$ cat src/rtl/pll_seq_pkg.sv
// pll_seq_pkg: shared types and constants for the PLL lock sequencer.
// Holds the FSM state enum, relock saturation value and a width helper.
package pll_seq_pkg;

  typedef enum logic [2:0] {
    RESET_PLL = 3'd0,
    WAIT_LOCK = 3'd1,
    STABLE    = 3'd2,
    RUN       = 3'd3,
    PWRDN     = 3'd4
  } state_t;

  localparam logic [7:0] RELOCK_MAX = 8'hFF;

  // Width of a counter able to reach the largest of three limits.
  function automatic int cnt_width(
    input int a,
    input int b,
    input int c
  );
    int m;
    m = (a > b) ? a : b;
    m = (m > c) ? m : c;
    return $clog2(m) + 1;
  endfunction

endpackage

$ cat src/rtl/pll_lock_sync.sv
// pll_lock_sync: 2-flop synchronizer for a PLL LOCK pin.
// Ports: clk, rst_n (async active-low), d (async in), q (synced out).
module pll_lock_sync (
  input  logic clk,
  input  logic rst_n,
  input  logic d,
  output logic q
);

  logic meta;

  always_ff @(posedge clk or negedge rst_n) begin
    if (!rst_n) begin
      meta <= 1'b0;
      q    <= 1'b0;
    end else begin
      meta <= d;
      q    <= meta;
    end
  end

endmodule

$ cat src/rtl/pll_lock_seq.sv
// pll_lock_seq: reset/lock sequencer for the video PLL on the 27 MHz clock.
// Ports: clk, resetn, pll_lock, restart, pwd_req, clr_err in;
//        pll_reset, pll_pwd, ready, relock_cnt, timeout_err out.
module pll_lock_seq
  import pll_seq_pkg::*;
#(
  parameter int RST_CYCLES   = 32,
  parameter int LOCK_STABLE  = 1024,
  parameter int LOCK_TIMEOUT = 270000
) (
  input  logic       clk,
  input  logic       resetn,
  input  logic       pll_lock,
  input  logic       restart,
  input  logic       pwd_req,
  input  logic       clr_err,
  output logic       pll_reset,
  output logic       pll_pwd,
  output logic       ready,
  output logic [7:0] relock_cnt,
  output logic       timeout_err
);

  localparam int CW =
    cnt_width(RST_CYCLES, LOCK_STABLE, LOCK_TIMEOUT);

  localparam logic [CW-1:0] RST_LAST = CW'(RST_CYCLES - 1);
  localparam logic [CW-1:0] STB_LAST = CW'(LOCK_STABLE - 1);
  localparam logic [CW-1:0] TO_LAST  = CW'(LOCK_TIMEOUT - 1);

  state_t        state;
  state_t        state_nx;
  logic [CW-1:0] cnt;
  logic [CW-1:0] cnt_nx;
  logic [7:0]    relock_nx;
  logic          terr_nx;
  logic          enter;
  logic          lock_s;

  pll_lock_sync u_sync (
    .clk   (clk),
    .rst_n (resetn),
    .d     (pll_lock),
    .q     (lock_s)
  );

  always_comb begin
    state_nx  = state;
    enter     = 1'b0;
    relock_nx = relock_cnt;
    terr_nx   = timeout_err;
    // Clear first so a coincident event still lands on top of it.
    if (clr_err) begin
      relock_nx = '0;
      terr_nx   = 1'b0;
    end
    if (pwd_req) begin
      state_nx = PWRDN;
      enter    = (state != PWRDN);
    end else if (state == PWRDN) begin
      state_nx = RESET_PLL;
      enter    = 1'b1;
    end else if (restart) begin
      state_nx = RESET_PLL;
      enter    = 1'b1;
    end else begin
      unique case (state)
        RESET_PLL: begin
          if (cnt == RST_LAST) begin
            state_nx = WAIT_LOCK;
            enter    = 1'b1;
          end
        end
        WAIT_LOCK: begin
          if (lock_s) begin
            state_nx = STABLE;
            enter    = 1'b1;
          end else if (cnt == TO_LAST) begin
            state_nx = RESET_PLL;
            enter    = 1'b1;
            terr_nx  = 1'b1;
          end
        end
        STABLE: begin
          if (!lock_s) begin
            state_nx = WAIT_LOCK;
            enter    = 1'b1;
          end else if (cnt == STB_LAST) begin
            state_nx = RUN;
            enter    = 1'b1;
          end
        end
        RUN: begin
          if (!lock_s) begin
            state_nx = RESET_PLL;
            enter    = 1'b1;
            if (relock_nx != RELOCK_MAX)
              relock_nx = relock_nx + 8'd1;
          end
        end
        default: begin
          state_nx = RESET_PLL;
          enter    = 1'b1;
        end
      endcase
    end
  end

  always_comb begin
    cnt_nx = cnt;
    if (enter)
      cnt_nx = '0;
    else if (state == RESET_PLL ||
             state == WAIT_LOCK ||
             state == STABLE)
      cnt_nx = cnt + CW'(1);
  end

  // Outputs are decoded from the next state so the pins come
  // straight off flops and track the state register exactly.
  always_ff @(posedge clk or negedge resetn) begin
    if (!resetn) begin
      state       <= RESET_PLL;
      cnt         <= '0;
      relock_cnt  <= '0;
      timeout_err <= 1'b0;
      ready       <= 1'b0;
      pll_reset   <= 1'b1;
      pll_pwd     <= 1'b0;
    end else begin
      state       <= state_nx;
      cnt         <= cnt_nx;
      relock_cnt  <= relock_nx;
      timeout_err <= terr_nx;
      ready       <= (state_nx == RUN);
      pll_reset   <= (state_nx == RESET_PLL) ||
                     (state_nx == PWRDN);
      pll_pwd     <= (state_nx == PWRDN);
    end
  end

endmodule
$ cat config.mk
export PLATFORM = sky130hd
export DESIGN_NAME = pll_lock_seq
export DESIGN_NICKNAME = d
export VERILOG_FILES = /design/src/rtl/pll_seq_pkg.sv /design/src/rtl/pll_lock_sync.sv /design/src/rtl/pll_lock_seq.sv
export SDC_FILE = /design/constraint.sdc
export NUM_CORES = 1
export LEC_CHECK = 0
export BUFFER_PORTS_ARGS = -buffer_cell sky130_fd_sc_hd__buf_2
export CORE_UTILIZATION = 40
export DETAILED_ROUTE_END_ITERATION = 7
export GPL_ROUTABILITY_DRIVEN = 0
export GPL_TIMING_DRIVEN = 0
export PLACE_DENSITY = 0.63
export SLEW_MARGIN = 40
export SYNTH_ARGS = -nofsm -noshare
export SYNTH_HDL_FRONTEND = slang
export SYNTH_SLANG_ARGS = --single-unit
$ cat constraint.sdc
create_clock -name clk -period 4.2 [get_ports clk]
set_clock_uncertainty 0.15 [all_clocks]
set_input_delay 0.84 -clock clk [delete_from_list [all_inputs] [get_ports clk]]
set_output_delay 0.84 -clock clk [all_outputs]
set_load 0.02 [all_outputs]
==> impl_metrics.env <==
export IMPL_drt_initial_drc_count=51
export IMPL_dr_total_vias=1430
export IMPL_grt_max_degree=23
export IMPL_antenna_left=0
export IMPL_htree_levels=2
export IMPL_n_antenna_cell=0
export IMPL_cp_max_fo=10
export IMPL_required_ns=4.22
export IMPL_finalNonFillerCells=274
export IMPL_drive_above_1_share_pct=15.8
export IMPL_antenna_found_initial=0
export IMPL_ios=18
export IMPL_fp_row_count=24
export IMPL_cp_start_kind="primary input"
export IMPL_layout_setup_ws_ns=1.83
export IMPL_cts_tree="done"
export IMPL_hold_class="flip-flop to flip-flop"
export IMPL_synth_ff_latch_count=37
export IMPL_post_cts_resize_count=0
export IMPL_area_growth_pct=13.7
export IMPL_synth_top_cell_by_area="dfrtp_1"
export IMPL_leakage_nw=0.882
export IMPL_die_area_um2=5010
export IMPL_finalSetupViolCount=0
export IMPL_syn_area_um2=1890
export IMPL_clk_root_buffer_cell="clkbuf_8"
export IMPL_r2r_slack_ns=2.03
export IMPL_vdd_ir_drop_max_mv=0.162
export IMPL_dr_pass1_iters=6
export IMPL_slowest_delay_ns=0.39
export IMPL_drc=2
export IMPL_crit_path_top_delay_cell="o211ai_1"
export IMPL_core_area_um2=4440
export IMPL_run_status="finished, violations left"
export IMPL_cts_buffers=5
export IMPL_whs_ns=0.212
export IMPL_period_share_pct=56.3
export IMPL_dp_hpwl_um=2630
export IMPL_cts_setup_buffers=0
export IMPL_wl_um=3500
export IMPL_postCtsHoldBufs=0
export IMPL_crit_type="primary input to flip-flop"
export IMPL_initial_core_util_pct=42.5
export IMPL_clockBufferDepth=2
export IMPL_max_freq_mhz=423
export IMPL_clock_sinks=37
export IMPL_yosysUniqueCellTypes=41
export IMPL_hold_viol=0
export IMPL_portBuffers=16
export IMPL_synth_nets=206
export IMPL_tns_ns=0
export IMPL_seq_area_um2=927
export IMPL_syn_inst=198
export IMPL_pre_cts_slack_ns=1.53
export IMPL_post_drt_wl_per_cell_um=12.8
export IMPL_track_usage_pct=15.9
export IMPL_worst_pin_slew_ns=0.689
export IMPL_fin_nets=230
export IMPL_slew_headroom_pct=53.4
export IMPL_grt_pass1_wl_um=6240
export IMPL_grt_overflow_total=0
export IMPL_crit_arrival_ns=2.39
export IMPL_fillers=423
export IMPL_crit_chain="clkbuf_1 -> nor2b_1 -> ha_1 -> nand4_1 -> o211ai_1 -> mux2_2"
export IMPL_yosys_top_cells_area="dfrtp_1, xnor2_1, nor2_1"
export IMPL_clkLatencyLatePin_ns=0.28
export IMPL_period_minus_slack_ns=2.37
export IMPL_die_w_um=70.8
export IMPL_path_clk_slew_ns=0.07
export IMPL_drv_cap=0
export IMPL_power_density_nw_per_um2=297
export IMPL_vias_per_cell=5.22
export IMPL_rsz0062_at_grt="no"
export IMPL_syn_area_per_cell_um2=9.55
export IMPL_drv_slew=0
export IMPL_violations="DRC"
export IMPL_ys_warn_count=0
export IMPL_dp_cells=267
export IMPL_cp_end_kind="flip-flop"
export IMPL_synth_top_area_share_pct=47.7
export IMPL_ys_seq_area_share_pct=49.0
export IMPL_grt_pass1_vias=1420
export IMPL_multi_input_area_um2=891
export IMPL_fp_dieH_um=70.8
[cells in the mapped netlist]
library cell / n
o211ai_1: 1
mux2i_1: 4
o2111a_1: 1
and3_2: 1
and3b_1: 1
nand4_1: 9
inv_1: 9
nor3_2: 1
nor4b_1: 1
nand3_1: 7
nor4_1: 5
dfrtp_1: 36
nor3_1: 9
ha_1: 2
or3_4: 1
and2_1: 1
nand4b_1: 1
a211oi_1: 1
nor2b_1: 6
mux2_2: 1
buf_2: 3
nor2_1: 38
and4_1: 3
nand2b_1: 3
clkbuf_1: 3
dfstp_2: 1
a311oi_1: 2
xor2_1: 4
xnor2_1: 19
a21oi_1: 2
o21ai_0: 1
a21o_2: 1
or4_1: 1
o22ai_1: 1
clkbuf_2: 1
a31oi_1: 1
a311o_1: 1
buf_4: 1
and3_1: 1
and4_2: 1
nand2_1: 12
[flip-flops by register name, indices dropped and copies added, names as in the netlist]
name and cells:
ready 1, u_sync.q 1, pll_reset 1, state 3, cnt 20, u_sync.meta 1
pll_pwd 1, timeout_err 1, relock_cnt 8
[layout make-up]
cell class | instances | area share [%]
buffer | 8 | 1.80
multi-input combinational | 144 | 41.4
clock buffer | 7 | 4.02
tap | 52 | 3.03
inverter | 9 | 1.57
sequential | 37 | 43.1
timing repair buffer | 17 | 5.01
[cells by family after synthesis]
logic type                 after synthesis  synth area share, %
AOI/OAI and AO/OA                       12                 4.77
xor gates and xnor gates                23                 10.7
adders and majority gates                2                 1.32
buffers and inverters                   17                 3.84
DFF                                     37                 49.0
muxes                                    5                 2.71
and+or+nand+nor                        102                 27.7
[critical path: cells and delay by family]
kind | cells | cell delay [ns]
AO/OA/AOI/OAI | 1 | 0.39
adder cells (fa/ha/maj) | 1 | 0.22
buffers and inverters | 1 | 0.19
multiplexers | 1 | 0.38
AND/OR/NAND/NOR | 2 | 0.36
[power by group]
| group | switching, mW | total (mW) | internal (mW) |
|---|---|---|---|
| combinational | 0.0185 | 0.0286 | 0.0102 |
| clock | 0.117 | 0.247 | 0.130 |
| sequential | 0.00328 | 0.363 | 0.359 |
| total | 0.139 | 0.639 | 0.500 |
[metrics by stage]
step           utilization, %  power (mW)  instance area [um2]
2_1_floorplan               -       0.382                 1890
3_3_place_gp             45.8       0.396                 2040
6_report                 48.4       0.639                 2150
4_1_cts                  48.4       0.648                 2150
5_1_grt                  48.4       0.667                 2150
3_5_place_dp             46.4       0.399                 2060
[cells in the final DEF (no fill, tap or decap), types with 4 or more instances in the layout]
cell type,netlist,routed
dfrtp_1,36,36
clkbuf_8,0,6
nor2_1,38,38
buf_2,3,19
clkbuf_1,3,4
nor2b_1,6,6
inv_1,9,9
nand3_1,7,7
nor4_1,5,5
xor2_1,4,4
nor3_1,9,9
xnor2_1,19,19
nand2_1,12,12
nand4_1,9,9
mux2i_1,4,4
[final timing paths]
kind / startpoint / to / depth (start not counted)
hold reg to reg: u_sync.meta / u_sync.q / 0
min in group asynchronous: resetn / cnt[15] / 1
setup reg to reg: cnt[14] / pll_reset / 5
hold / removal: u_sync.meta / u_sync.q / 0
max in group asynchronous: resetn / relock_cnt[4] / 2
setup / recovery: clr_err / relock_cnt[1] / 6
[layer usage]
metal  part of all wire, %  global-route usage, %  wire, um
met1                    51                   22.2      1780
met3                   3.4                   4.42       119
met4                   1.1                   6.22        40
met2                    44                   23.4      1550
met5                     0                      0         0
Note: power is estimated with default switching activity, not from simulation.
